$ cat src/rtl/motion_zone_tracker.sv
// Per-strip motion pixel counter with frame-end arg-max scan, min-pixel gate and debounce.
// Optional build macro ZONE_MIRROR_EN: zone 0 is the leftmost strip instead of the rightmost.
module motion_zone_tracker #(
  parameter int N_ZONES       = 7,
  parameter int ZONE_W        = 114,
  parameter int H_ACT         = 800,
  parameter int V_ACT         = 600,
  parameter int X_START       = 216,
  parameter int Y_START       = 27,
  parameter int COLOR_W       = 10,
  parameter int PIX_THRESH    = 200,
  parameter int MIN_PIXELS    = 600,
  parameter int CNT_W         = 18,
  parameter int DIR_W         = 3,
  parameter int STABLE_FRAMES = 3
) (
  input  logic               iCLK,
  input  logic               iRST_N,
  input  logic [12:0]        iH_Cont,
  input  logic [12:0]        iV_Cont,
  input  logic [COLOR_W-1:0] iColorVal,
  output logic [DIR_W-1:0]   oDirection,
  output logic               oMotion,
  output logic [CNT_W-1:0]   oPeak,
  output logic               oFrameDone
);

  localparam int RW = $clog2(STABLE_FRAMES + 1);
  localparam logic [12:0]        XS     = 13'(X_START);
  localparam logic [12:0]        XE     = 13'(X_START + H_ACT - 1);
  localparam logic [12:0]        YS     = 13'(Y_START);
  localparam logic [12:0]        YE     = 13'(Y_START + V_ACT - 1);
  localparam logic [12:0]        ZLAST  = 13'(ZONE_W - 1);
  localparam logic [DIR_W-1:0]   PLAST  = DIR_W'(N_ZONES - 1);
  localparam logic [DIR_W-1:0]   NONE   = '1;
  localparam logic [COLOR_W-1:0] THR    = COLOR_W'(PIX_THRESH);
  localparam logic [RW-1:0]      RUNMAX = RW'(STABLE_FRAMES);
  localparam logic [31:0]        MINP   = 32'(MIN_PIXELS);

  typedef enum logic [1:0] {ACCUM, SCAN, COMMIT} state_t;
  state_t state, nxt;

  logic [N_ZONES-1:0][CNT_W-1:0] cnt;
  logic [12:0]      offR, curOff;
  logic [DIR_W-1:0] pR, curP, zone;
  logic [DIR_W-1:0] scanIdx, bestIdx, bestIdxN, result, cand, candN, dirN;
  logic [CNT_W-1:0] bestCnt, bestCntN, curCnt;
  logic [RW-1:0]    run, runN;
  logic             active, finalPix, qual, take, commitEdge;

  assign active     = (iH_Cont >= XS) && (iH_Cont <= XE) && (iV_Cont >= YS) && (iV_Cont <= YE);
  assign finalPix   = (iH_Cont == XE) && (iV_Cont == YE);
  assign qual       = iColorVal > THR;
  assign commitEdge = (state == SCAN) && (scanIdx == PLAST);

  // Physical strip (0 = leftmost) tracked by counting, restarted at the line's first pixel.
  always_comb begin
    curOff = offR;
    curP   = pR;
    if (iH_Cont == XS) begin
      curOff = '0;
      curP   = '0;
    end
`ifdef ZONE_MIRROR_EN
    zone = curP;
`else
    zone = PLAST - curP;
`endif
  end

  always_ff @(posedge iCLK or negedge iRST_N) begin
    if (!iRST_N) begin
      offR <= '0;
      pR   <= '0;
    end else if (active) begin
      if (curOff == ZLAST && curP != PLAST) begin
        offR <= '0;
        pR   <= curP + 1'b1;
      end else begin
        offR <= curOff + 1'b1;
        pR   <= curP;
      end
    end
  end

  always_ff @(posedge iCLK or negedge iRST_N) begin
    if (!iRST_N) begin
      cnt <= '0;
    end else if (state == ACCUM) begin
      if (iV_Cont < YS)
        cnt <= '0;
      else if (active && qual && cnt[zone] != '1)
        cnt[zone] <= cnt[zone] + 1'b1;
    end else if (state == COMMIT) begin
      cnt <= '0;
    end
  end

  always_comb begin
    nxt = state;
    case (state)
      ACCUM:   if (finalPix) nxt = SCAN;
      SCAN:    if (scanIdx == PLAST) nxt = COMMIT;
      COMMIT:  nxt = ACCUM;
      default: nxt = ACCUM;
    endcase
  end

  // Index 0 always seeds the scan; later zones win only when strictly greater.
  always_comb begin
    curCnt   = cnt[scanIdx];
    take     = (scanIdx == '0) || (curCnt > bestCnt);
    bestCntN = take ? curCnt : bestCnt;
    bestIdxN = take ? scanIdx : bestIdx;
    result   = (32'(bestCntN) >= MINP) ? bestIdxN : NONE;
    candN    = result;
    runN     = RW'(1);
    if (result == cand) begin
      candN = cand;
      runN  = (run == RUNMAX) ? RUNMAX : run + 1'b1;
    end
    dirN = (runN == RUNMAX) ? candN : oDirection;
  end

  // Results register on the last scan edge so they are visible during the COMMIT cycle.
  always_ff @(posedge iCLK or negedge iRST_N) begin
    if (!iRST_N) begin
      state      <= ACCUM;
      scanIdx    <= '0;
      bestCnt    <= '0;
      bestIdx    <= '0;
      cand       <= NONE;
      run        <= '0;
      oDirection <= NONE;
      oMotion    <= 1'b0;
      oPeak      <= '0;
      oFrameDone <= 1'b0;
    end else begin
      state      <= nxt;
      oFrameDone <= commitEdge;
      if (state == SCAN && !commitEdge) begin
        scanIdx <= scanIdx + 1'b1;
        bestCnt <= bestCntN;
        bestIdx <= bestIdxN;
      end else begin
        scanIdx <= '0;
      end
      if (commitEdge) begin
        cand       <= candN;
        run        <= runN;
        oPeak      <= bestCntN;
        oDirection <= dirN;
        oMotion    <= (dirN != NONE);
      end
    end
  end

endmodule

$ cat config.mk
export PLATFORM = sky130hd
export DESIGN_NAME = motion_zone_tracker
export DESIGN_NICKNAME = d
export VERILOG_FILES = /design/src/rtl/motion_zone_tracker.sv
export SDC_FILE = /design/constraint.sdc
export NUM_CORES = 1
export LEC_CHECK = 0
export BUFFER_PORTS_ARGS = -buffer_cell sky130_fd_sc_hd__buf_2
export CELL_PAD_IN_SITES_DETAIL_PLACEMENT = 1
export CELL_PAD_IN_SITES_GLOBAL_PLACEMENT = 2
export CORE_UTILIZATION = 35
export CTS_CLUSTER_DIAMETER = 30
export DETAILED_ROUTE_END_ITERATION = 12
export HOLD_SLACK_MARGIN = 0.15
export PLACE_DENSITY_LB_ADDON = 0.25
export RECOVER_POWER = 50
export SYNTH_ARGS = -nofsm -noshare
export SYNTH_HDL_FRONTEND = slang
export SYNTH_SLANG_ARGS = --single-unit
$ cat constraint.sdc
create_clock -name iCLK -period 5.4 [get_ports iCLK]
set_clock_uncertainty 0.2 [all_clocks]
set_input_delay 1.08 -clock iCLK [delete_from_list [all_inputs] [get_ports iCLK]]
set_output_delay 1.08 -clock iCLK [all_outputs]
set_load 0.01 [all_outputs]
; Word-level counts from Yosys, hierarchy flattened
; Cells that the tools add are included.
[word_totals]
ff_bits = 196
[classes]
add_sub_neg = 6
n_lt_le_gt_ge = 11
eq_ne = 16
muxes = 26
n_reduce_logical = 17
[op_table]
columns = cell, count
row1 = $mux W126, 4
row2 = $bwmux W126, 1
row3 = $bmux W18 S3, 2
row4 = $mux W18, 4
row5 = $demux W18 S3, 1
row6 = $eq A13 B10 Y1 const B, 2
row7 = $le A13 B10 Y1 const B, 2
row8 = $mux W13, 2
row9 = $mux W3, 7
row10 = $add A18 B1 Y18 const B, 1
row11 = $ge A18 B10 Y1 const B, 1
row12 = $gt A18 B18 Y1, 1
row13 = $ne A18 B18 Y1 const B, 1
row14 = $add A13 B1 Y13 const B, 1
row15 = $eq A13 B7 Y1 const B, 1
row16 = $eq A13 B8 Y1 const B, 1
row17 = $ge A13 B5 Y1 const B, 1
row18 = $ge A13 B8 Y1 const B, 1
row19 = $lt A13 B5 Y1 const B, 1
row20 = $gt A10 B8 Y1 const B, 1
row21 = $logic_and A1 B1 Y1, 10
row22 = $lt A3 B4 Y1 const B, 2
row23 = $mux W2, 4
row24 = $add A3 B1 Y3 const B, 2
row25 = other kinds (18), 22

; Logic depth before layout (Yosys ltp)
; Gate-level depths: netlist of the first run.
[logic_depth]
word_depth = 12
depth_mapped = 25
ltp_nobuf = 17

; Worst setup path before layout of the first run
; OpenSTA, ideal clock, no wires.
[synth_path]
path_kind = input-to-reg
from = input iH_Cont[0]
to = register cnt[13] in the netlist's numbering
arrival_time_ns = 6.633
t_required_ns = 5.079
path_slack_ns = -1.554
stages = 25
n_path_buf = 11
cell_sequence = or4_1 -> buf_2 -> o41ai_4 -> buf_2 -> buf_4 -> ha_1 -> buf_2 -> buf_2 -> clkbuf_1 -> clkbuf_1 -> clkbuf_1 -> o211ai_1 -> a21oi_1 -> nor2_1 -> inv_1 -> ha_1 -> o2111ai_1 -> nor4b_4 -> nand3_2 -> or2_1 -> buf_6 -> and4b_1 -> buf_2 -> buf_6 -> a22o_1
[synth_between]
elab_chain_len = 11
elab_cells_between_ends = 25
classes_between = add/sub (2) / order compare (4) / eq/ne (3) / mux (9) / reduce/logical (7)
[synth_lines]
columns = item, line_no
row1 = start: declaration, 19  ; input logic [12:0] iH_Cont,
row2 = branches (longest 11 deep; another with $add A18 B1 Y18), --
row3 = end signal: indexed assignment, 93  ; cnt[zone] <= cnt[zone] + 1'b1;
row4 = end: declaration, 43  ; logic [N_ZONES-1:0][CNT_W-1:0] cnt;
; Several ways; the timed one is not identified. The select of a mux whose other input is x is not followed.
; A chain may end at the register's enable or synchronous reset.

; Worst setup path after layout of the first run
[layout_path]
from = input iH_Cont[2]
to = register cnt[42] in the netlist's numbering
; The elaborated chain is that of the path after synthesis.

==> out/qor.yml, run 1 <==
status:
  status: "complete, but fails checks"
  violations: "max-capacitance violations, max-slew violations"
grt:
  grt_use_total_pct: 25.42
  grt_antenna_before_repair: 0
  grt_first_pass_wirelength_mm: 63.83
  grt_overflow: 0
  first_global_vias: 10499
  grt_max_degree: 94
sta:
  timing.final.max_slew_violations: 201
  fin_crit_sh_pct: 97.18
  period_needed_ns: 5.248
  worst_pin_slew_ns: 2.450
  rsz0062_at_grt: "no"
  setup-tns-final_ns: 0
  max_freq_ghz: 0.1906
  setup_violations: 0
  max-slew-margin-rel_pct: -63.33
  hold_viol_final: 0
logic_synthesis:
  syn_area_sq_mm: 0.01159
  synthFlopType: "dfrtp_1"
  yosys.area.top_type: "dfrtp_1"
  synth.distinct_cells: 91
  synth_top_family_by_area: "compound AO/OA/AOI/OAI gates"
  netlist_top_cells_area: "dfrtp_1, a22o_1, mux4_2"
  synth_top_cell_area_share_pct: 41.01
  synth_xor_area_share_pct: 1.511
  synth-simple-area-share_pct: 15.38
  synth_nets: 1226
  yosys.area_share.adder_pct: 2.806
  yosysWarnings: 0
  synth_area_per_cell_sq_um: 9.978
  synthMuxAreaShare_pct: 9.421
  synth_enable_flop_cells: 0
  synthArstFlopShare_pct: 100.0
  synth-seq-area-share_pct: 42.37
  synth_compound_area_share_pct: 23.89
  netlist_instances: 1162
  postSynthRegisterBits: 196
routing:
  final_antenna_net_count: 0
  wl_per_cell_microns: 23.81
  drtPass1Iterations: 4
  drt-total-wl_mm: 41.60
  post_drt_via_cell_ratio: 5.905
  drtIter0Drc: 604
  vias: 10316
  drc_errors: 0
floorplan:
  initial_core_util_pct: 35.64
  chipHeight_microns: 184.0
  core_sq_mm: 0.03254
  io_pins: 61
  die-area_sq_mm: 0.03386
  num_rows: 66
  die_x_microns: 184.0
place:
  dp_cells: 1707
  dpl.hpwl_mm: 29.26
  io_buffers: 60
  globalplace.congestion: 0.8454
setup_path:
  startpoint_type: "primary input"
  critical_path_class: "primary input to register"
  cp.arrival_ns: 5.45
  worst-r2r-cell-count: 15
  worst_ep_required_time_ns: 5.60
  cp-end-kind: "register"
  cp_max_fo: 35
final_layout:
  n_fill_cell: 3674
  final_cell_mix: "dfrtp_1, nand2_1, a22o_1"
  antenna_cells: 0
  multi_input_area_sq_mm: 0.006286
  drive_gt1_share_pct: 23.52
  regArea_sq_mm: 0.004917
  layout.nets: 1356
  stdcell_count: 1747
  mostFrequentLayoutCell: "dfrtp_1"
  syn_to_final_growth_pct: 21.08
clock_tree:
  cts_sinks: 196
  hold_buffers: 0
  cts_tree: "built"
  clkLatencyLatePin_ns: 0.46
  cts-buffers-inserted: 17
  htree_num_levels: 4
  max-clock-path-buffers: 2
  clk_pin_slew_worst_paths_ns: 0.08
  cts-root-buf: "clkbuf_16"
power:
  powerDensity_mw_per_mm2: 203.1
  p_leak_uw: 0.006129
  peakVddDrop_v: 0.0002307
worst_hold_path:
  hold_path_class: "register to register"
  hold_depth: 2
flow_run:
  drv_cap: 3
## synth_stat cells, types with 4 or more instances
cell	instances
ha_1	26
a31oi_1	10
nor3_2	4
clkbuf_1	42
nor3_1	18
nand2_1	126
o211ai_1	10
nand4_1	15
nand3_1	30
a21oi_1	49
xor2_1	4
or2_2	6
o31ai_1	8
dfstp_2	6
and4_1	5
buf_1	7
o2111ai_1	4
mux2i_1	36
o21ba_1	4
buf_6	6
o2bb2ai_1	15
inv_1	33
a22o_1	117
and2_1	6
a41oi_1	6
xnor2_1	16
buf_2	22
nor2_1	63
nor4_1	14
o41ai_1	4
mux4_2	21
buf_4	5
nor2b_1	12
o221ai_1	5
o21ai_0	84
or4_1	5
dfrtp_1	190
or3_1	12
mux2_2	23
a21o_1	6
and3_1	11
## registers in the layout, summed over array words and instances, names as in the netlist
name        flops
oDirection      3
run             2
oPeak          18
offR           13
scanIdx         3
cnt           126
bestIdx         3
bestCnt        18
oMotion         1
state           2
pR              3
cand            3
oFrameDone      1
## power by group
part	leakage [uW]	internal, uW	total [uW]	switching [uW]
Sequential	0.00269	1470	1480	4.73
Combinational	0.00318	41.0	121	79.5
Clock	0.000264	636	1250	618
Total	0.00613	2150	2850	702
## stage by stage
stage | utilization [%] | hold WS [ns] | power (uW) | instance area [sq um] | setup WS, ns
floorplan | - | 0.2498 | 1551 | 11810 | -0.6309
global placement | 41.14 | 0.2586 | 1629 | 13380 | -0.1444
detailed placement | 41.14 | 0.2655 | 1631 | 13380 | -0.2514
CTS | 42.83 | 0.2820 | 2887 | 13940 | 0.05055
global route | 43.15 | 0.2981 | 2951 | 14040 | 0.01647
finish | 43.15 | 0.2745 | 2851 | 14040 | 0.1524
## per-layer routing
metal	share of wire, %	up-vias	routed length, microns	track usage [%]
met5	0	-	0	0
met4	3.1	0	1298	9.833
met3	4.8	70	2000	4.913
met2	47	281	19550	41.00
met1	45	5311	18750	33.52
li1	-	4654	-	-
## cell families after synthesis
group	count (synthesis)
xor gates and xnor gates	20
buffers and inverters	118
AOI/OAI and AO/OA	372
and+or+nand+nor	350
adders and majority gates	26
muxes	80
DFF	196
## layout make-up
cell class / count / area share [%]
repair buffers: 193 / 11.35
well taps: 442 / 3.939
multi-input cells: 848 / 44.78
clock inverters: 8 / 0.4991
inverters: 36 / 0.9804
clock buffers: 24 / 3.431
flip-flops and latches: 196 / 35.03
## worst max-delay path, stage by stage
cell and delay, ns:
buf_2 0.12, or4_4 0.56, o41ai_4 0.44, buf_4 0.19
buf_4 0.46, nand3_1 0.13, o21ai_0 0.20, o221ai_1 0.20
inv_1 0.13, ha_4 0.15, o2111ai_4 0.12, nor4b_4 0.37
nand3_2 0.19, or2_4 0.31, buf_4 0.17, a21oi_4 0.25
clkbuf_16 0.22, a22o_1 0.14
## path summary, 6_finish.rpt
path	start	end	slack (ns)
max	iH_Cont[2]	cnt[42]	0.15
min	oPeak[6]	oPeak[6]	0.27
max reg2reg	scanIdx[0]	oDirection[1]	0.26
min reg2reg	oPeak[6]	oPeak[6]	0.27
max in group asynchronous	iRST_N	pR[2]	0.81
min in group asynchronous	iRST_N	cnt[123]	1.12
## timing repair
action                                  4_1_cts  5_1_grt
endpoints found under the hold margin         0        0
endpoints found under the setup margin        0        6
resized for setup                             0       11
setup buffers                                 0        7
No activity file was read; power rests on OpenSTA's default activity.
==> run 2: changes to the inputs <==
--- a/config.mk
+++ b/config.mk
@@ -7,7 +7,7 @@
 export LEC_CHECK = 0
 export BUFFER_PORTS_ARGS = -buffer_cell sky130_fd_sc_hd__buf_2
 export CELL_PAD_IN_SITES_DETAIL_PLACEMENT = 1
-export CELL_PAD_IN_SITES_GLOBAL_PLACEMENT = 2
+export CELL_PAD_IN_SITES_GLOBAL_PLACEMENT = 1
 export CORE_UTILIZATION = 35
 export CTS_CLUSTER_DIAMETER = 30
 export DETAILED_ROUTE_END_ITERATION = 12
==> run 2 against run 1 <==
Compared with the run above: the flow still finishes with violations (max-capacitance violations, max-slew violations); non-clock buffer count grew 1; clock-buffer cell count is 7 lower; routed wire length fell by 1.4%; die area unchanged; combinational power is essentially flat; critical endpoint is now cnt[95].
==> out/qor.yml, run 2 (synthesized netlist as in run 1, its figures left out) <==
status:
  status: "complete, but fails checks"
  violations: "max-capacitance violations, max-slew violations"
grt:
  grt_antenna_before_repair: 0
  grt_overflow: 0
  grt.busiest_layer: "met2"
  use_met3_pct: 5.071
  grt_util_met2_pct: 42.48
  grt_first_pass_wirelength_mm: 65.44
  grt_use_total_pct: 25.72
  first_global_vias: 11042
  grt_max_degree: 94
  gr-usage-met1_pct: 33.58
routing:
  drc_errors: 0
  vias: 10370
  drtIter0Drc: 835
  drt-total-wl_mm: 41.02
  wl_per_cell_microns: 23.47
  post_drt_via_cell_ratio: 5.932
  final_antenna_net_count: 0
  drtPass1Iterations: 5
sta:
  period_needed_ns: 5.112
  timing.final.max_slew_violations: 124
  setup_violations: 0
  max_freq_ghz: 0.1956
  worst_pin_slew_ns: 2.624
  hold_viol_final: 0
  max-slew-margin-rel_pct: -74.93
  rsz0062_at_grt: "no"
  worst_slack_ns: 0.2877
  fin_crit_sh_pct: 94.67
clock_tree:
  clkLatencyLatePin_ns: 0.46
  hold_buffers: 0
  cts_setup_buffers: 0
  cts_tree: "built"
  cts-buffers-inserted: 17
  htree_num_levels: 4
  max-clock-path-buffers: 2
  clk_pin_slew_worst_paths_ns: 0.08
  ctsResizeCount: 0
  cts_sinks: 196
  cts-root-buf: "clkbuf_16"
floorplan:
  io_pins: 61
  chipHeight_microns: 184.0
  die_x_microns: 184.0
  initial_core_util_pct: 35.64
  die-area_sq_mm: 0.03386
  num_rows: 66
  core_sq_mm: 0.03254
final_layout:
  antenna_cells: 0
  mostFrequentLayoutCell: "dfrtp_1"
  multi_input_area_sq_mm: 0.006266
  n_fill_cell: 3689
  largest_reg_flops: 126
  drive_gt1_share_pct: 23.74
  layout.nets: 1357
  final_cell_mix: "dfrtp_1, nand2_1, a22o_1, buf_4, o21ai_0"
  fin_area_sq_mm: 0.01400
  regArea_sq_mm: 0.004915
  regMostFlops: "cnt"
  syn_to_final_growth_pct: 20.77
  largest_registers: "cnt x126, bestCnt x18, oPeak x18"
  stdcell_count: 1748
place:
  dp_slack_ns: -0.2591
  globalplace.congestion: 0.8712
  dp_cells: 1716
  dpl.hpwl_mm: 29.20
  placed_area_sq_mm: 0.01336
  io_buffers: 60
flow_run:
  drv_cap: 2
power:
  peakVddDrop_v: 0.0002273
  pwr-share-comb_pct: 4.1
  powerDensity_mw_per_mm2: 215.4
  p_clk_share_pct: 47.0
  sw_frac_of_total_pct: 24.74
  p_int_uw: 2270
  p_leak_uw: 0.006154
  pwr-share-seq_pct: 49.0
  switchingPower_uw: 746.0
worst_hold_path:
  whs_endpoint: "oPeak[10]"
  hold_path_class: "register to register"
  worstHoldStart: "oPeak[10]"
  hold_depth: 2
setup_path:
  worstPathCellList: "buf_2 -> or3_1 -> o41ai_4 -> inv_4 -> ha_1 -> buf_4 -> xnor2_1 -> nand2_1 -> and3_1 -> o32ai_1 -> buf_4 -> nor2_4 -> inv_2 -> ha_4 -> o2111ai_4 -> nor4b_4 -> nand3_2 -> o2111ai_2 -> o21ba_1 -> buf_4 -> a22o_1"
  startpoint_type: "primary input"
  worst_ep_required_time_ns: 5.59
  cp.arrival_ns: 5.30
  cp-end-kind: "register"
  cpMaxStageDelayCell: "o41ai_4"
  reg2reg_to: "oDirection[1]"
  timing.rr.start: "scanIdx[0]"
  critical_path_class: "primary input to register"
  cp_slowest_stage_delay_ns: 0.44
  crit_family: "compound AO/OA/AOI/OAI gates"
  worst-path-buf-inv: 6
  rrSetupSlack_ns: 0.32
  cpMostUsedCell: "buf_4"
  cp_max_fo: 8
  worst-r2r-cell-count: 16
run 2: changes by cell type in the layout (fill, tap and decap cells not counted), moves of 2 or more:
cell,change
buf_12,-7
buf_4,+12
buf_6,-2
bufinv_16,+3
clkbuf_1,-5
clkbuf_8,-3
inv_8,+5
nor4_2,-2
run 2: cell type report:
cell class | count | area share (%)
clock buffer | 17 | 3.038
clock inverter | 15 | 1.537
inverter | 36 | 0.9828
multi-input combinational | 848 | 44.75
sequential | 196 | 35.10
tap | 442 | 3.949
timing repair buffer | 194 | 10.65
run 2: worst max path at each step:
| stage | startpoint | end | slack, ns | depth (start not counted) |
|---|---|---|---|---|
| after floorplan | iH_Cont[12] | cnt[13] | -0.63 | 25 |
| after global placement | iH_Cont[12] | cnt[28] | -0.19 | 18 |
| after detailed placement | iH_Cont[12] | cnt[33] | -0.26 | 18 |
| after CTS | iH_Cont[12] | cnt[20] | 0.18 | 18 |
| after global routing | scanIdx[0] | oDirection[1] | 0.001 | 16 |
| final | iH_Cont[12] | cnt[95] | 0.29 | 21 |
run 2: per-layer routing:
layer | vias up | wire length, microns
met5 | - | 0
met4 | 0 | 1142
met3 | 68 | 2286
met2 | 310 | 19650
met1 | 5351 | 17940
li1 | 4641 | -
run 2: power by group through the flow:
stage	clock network, uW	registers (uW)	logic (uW)
2_1_floorplan	0	1500	47.0
3_3_place_gp	0	1510	123
3_5_place_dp	0	1510	124
4_1_cts	1440	1480	125
5_1_grt	1500	1480	137
6_report	1420	1480	122
run 2: per-stage QoR:
step	utilization [%]	power, uW	setup TNS, ns	hold slack (ns)
global route	43.04	3116	0	0.3016
floorplan	-	1551	-62.19	0.2498
finish	43.04	3016	0	0.2773
CTS	43.02	3044	0	0.2837
detailed placement	41.06	1630	-12.02	0.2657
global placement	41.06	1628	-6.363	0.2565
run 2: tightest hold or removal path, stage by stage, from the launching register on:
cell     delay (ns)
dfrtp_1        0.34
nand2_1        0.05
o21ai_0        0.06
==> run 3: changes to the inputs <==
--- a/config.mk
+++ b/config.mk
@@ -8,11 +8,12 @@
 export BUFFER_PORTS_ARGS = -buffer_cell sky130_fd_sc_hd__buf_2
 export CELL_PAD_IN_SITES_DETAIL_PLACEMENT = 1
 export CELL_PAD_IN_SITES_GLOBAL_PLACEMENT = 1
+export CORE_MARGIN = 10
 export CORE_UTILIZATION = 35
 export CTS_CLUSTER_DIAMETER = 30
 export DETAILED_ROUTE_END_ITERATION = 12
 export HOLD_SLACK_MARGIN = 0.15
-export PLACE_DENSITY_LB_ADDON = 0.25
+export PLACE_DENSITY = 0.65
 export RECOVER_POWER = 50
 export SYNTH_ARGS = -nofsm -noshare
 export SYNTH_HDL_FRONTEND = slang
==> run 3 against run 2 <==
Compared with the run above: the run still ends with max-capacitance violations, max-slew violations left; largest cell class unchanged; largest power group unchanged; routed wire length is 1.6% higher; via count decreased by 0.45%; clock power fell by 6%; critical path depth increased by 1.
==> out/qor.yml, run 3 (synthesized netlist as in run 1, its figures left out) <==
grt:
  grt_max_degree: 100
  grt_antenna_before_repair: 0
  grt_overflow: 0
  grt_first_pass_wirelength_mm: 66.16
  first_global_vias: 10887
  grt_use_total_pct: 20.62
sta:
  rsz0062_at_grt: "no"
  hold_viol_final: 0
  max-slew-margin-rel_pct: -147.0
  setup-tns-final_ns: 0
  setup_violations: 0
  fin_crit_sh_pct: 95.33
  max_freq_ghz: 0.1943
  holdWs_ns: 0.2770
  worst_pin_slew_ns: 3.705
  period_needed_ns: 5.148
  worst_slack_ns: 0.2523
  timing.final.max_slew_violations: 119
setup_path:
  cp_slowest_stage_delay_ns: 0.55
  cpMaxStageDelayCell: "or4_4"
  cp.arrival_ns: 5.34
  critical_path_class: "primary input to register"
  cp_max_fo: 10
  worstPathCellList: "buf_2 -> or4_4 -> o41ai_4 -> inv_4 -> ha_1 -> buf_4 -> xnor2_1 -> nand2_1 -> and3_1 -> o32ai_1 -> buf_4 -> nor2_4 -> inv_2 -> ha_4 -> o2111ai_4 -> nor4b_4 -> nand3_2 -> or2_4 -> buf_4 -> a21oi_4 -> buf_4 -> a22o_1"
  startpoint_type: "primary input"
  cp-end-kind: "register"
  worst_ep_required_time_ns: 5.60
  cpMostUsedCell: "buf_4"
floorplan:
  core_sq_mm: 0.03262
  die-area_sq_mm: 0.04081
  initial_core_util_pct: 35.55
  die_x_microns: 202.0
  chipHeight_microns: 202.0
  num_rows: 66
  io_pins: 61
final_layout:
  mostFrequentLayoutCell: "dfrtp_1"
  drive_gt1_share_pct: 24.12
  regArea_sq_mm: 0.004915
  n_fill_cell: 3702
  regMostFlops: "cnt"
  syn_to_final_growth_pct: 20.57
  multi_input_area_sq_mm: 0.006246
  largest_registers: "cnt x126, bestCnt x18, oPeak x18"
  final_cell_mix: "dfrtp_1, buf_4, nand2_1"
  antenna_cells: 0
  layout.nets: 1365
  largest_reg_flops: 126
place:
  globalplace.congestion: 0.9019
  dp_slack_ns: -0.2313
  io_buffers: 60
  dpl.hpwl_mm: 29.99
routing:
  vias: 10323
  drtPass1Iterations: 7
  wl_per_cell_microns: 23.74
  drt-total-wl_mm: 41.69
  post_drt_via_cell_ratio: 5.879
  final_antenna_net_count: 0
  drtIter0Drc: 703
  drc_errors: 0
clock_tree:
  cts_sinks: 196
  clkLatencyLatePin_ns: 0.47
  max-clock-path-buffers: 2
  hold_buffers: 0
  htree_num_levels: 4
  cts-root-buf: "clkbuf_16"
  cts_tree: "built"
  clk_pin_slew_worst_paths_ns: 0.08
  cts-buffers-inserted: 17
status:
  status: "complete, but fails checks"
  violations: "max-capacitance violations, max-slew violations"
power:
  peakVddDrop_v: 0.0002259
  power_uw: 2945
  p_leak_uw: 0.006164
  powerDensity_mw_per_mm2: 210.7
worst_hold_path:
  hold_path_class: "register to register"
flow_run:
  drv_cap: 2
-- run 3: cell types whose count changed in the layout (fill, tap and decap cells not counted), sizes merged --
cell          delta
buf              +7
bufinv           -2
clkinv           +2
clkinvlp         -1
dlymetal6s4s     +1
inv              +1
-- run 3: power by group --
group	total, uW	switching (uW)	internal [uW]
combinational	123	77.7	45.5
clock	1340	676	669
sequential	1480	5.48	1470
-- run 3: path summary, 6_finish.rpt --
kind	from	end	slack [ns]	cells after the start
hold / removal	oPeak[2]	oPeak[2]	0.28	2
hold reg to reg	oPeak[2]	oPeak[2]	0.28	2
setup reg to reg	scanIdx[1]	oMotion	0.42	21
min in group asynchronous	iRST_N	cnt[123]	1.77	1
max in group asynchronous	iRST_N	cnt[55]	1.08	1
setup / recovery	iH_Cont[0]	cnt[37]	0.25	22
-- run 3: area by class of cell --
cell class | instances | area share, %
Sequential cell | 196 | 35.16
Clock buffer | 17 | 3.043
Multi-Input combinational cell | 848 | 44.68
Clock inverter | 15 | 1.316
Tap cell | 442 | 3.956
Timing Repair Buffer | 202 | 10.87
Inverter | 36 | 0.9845
-- run 3: metrics by stage --
step | util (%) | instances | instance area, sq um
after floorplan | - | 1162 | 11810
final | 42.86 | 1756 | 13980
after global placement | 41.02 | 1724 | 13380
after detailed placement | 41.02 | 1724 | 13380
after global routing | 42.86 | 1756 | 13980
after CTS | 42.89 | 1756 | 13990
-- run 3: worst max-delay path: cells and delay by family --
| kind | cells | cell delay, ns |
|---|---|---|
| AOI/OAI and AO/OA | 5 | 1.00 |
| adders and majority gates | 2 | 0.38 |
| xor gates and xnor gates | 1 | 0.20 |
| buffers and inverters | 7 | 0.99 |
| and+or+nand+nor | 7 | 1.67 |
-- run 3: routing by layer --
metal  vias to the layer above  share of wire (%)  global-route usage [%]
met4                         0                2.4                   6.685
li1                       4667                  -                       -
met1                      5301                 44                   27.07
met3                        60                5.4                   3.486
met5                         -                  0                       0
met2                       295                 48                   33.85
-- run 3: timing repair --
action | CTS | global route
gates resized for setup | 0 | 2
buffers inserted | 0 | 0
setup endpoints to repair | 0 | 22
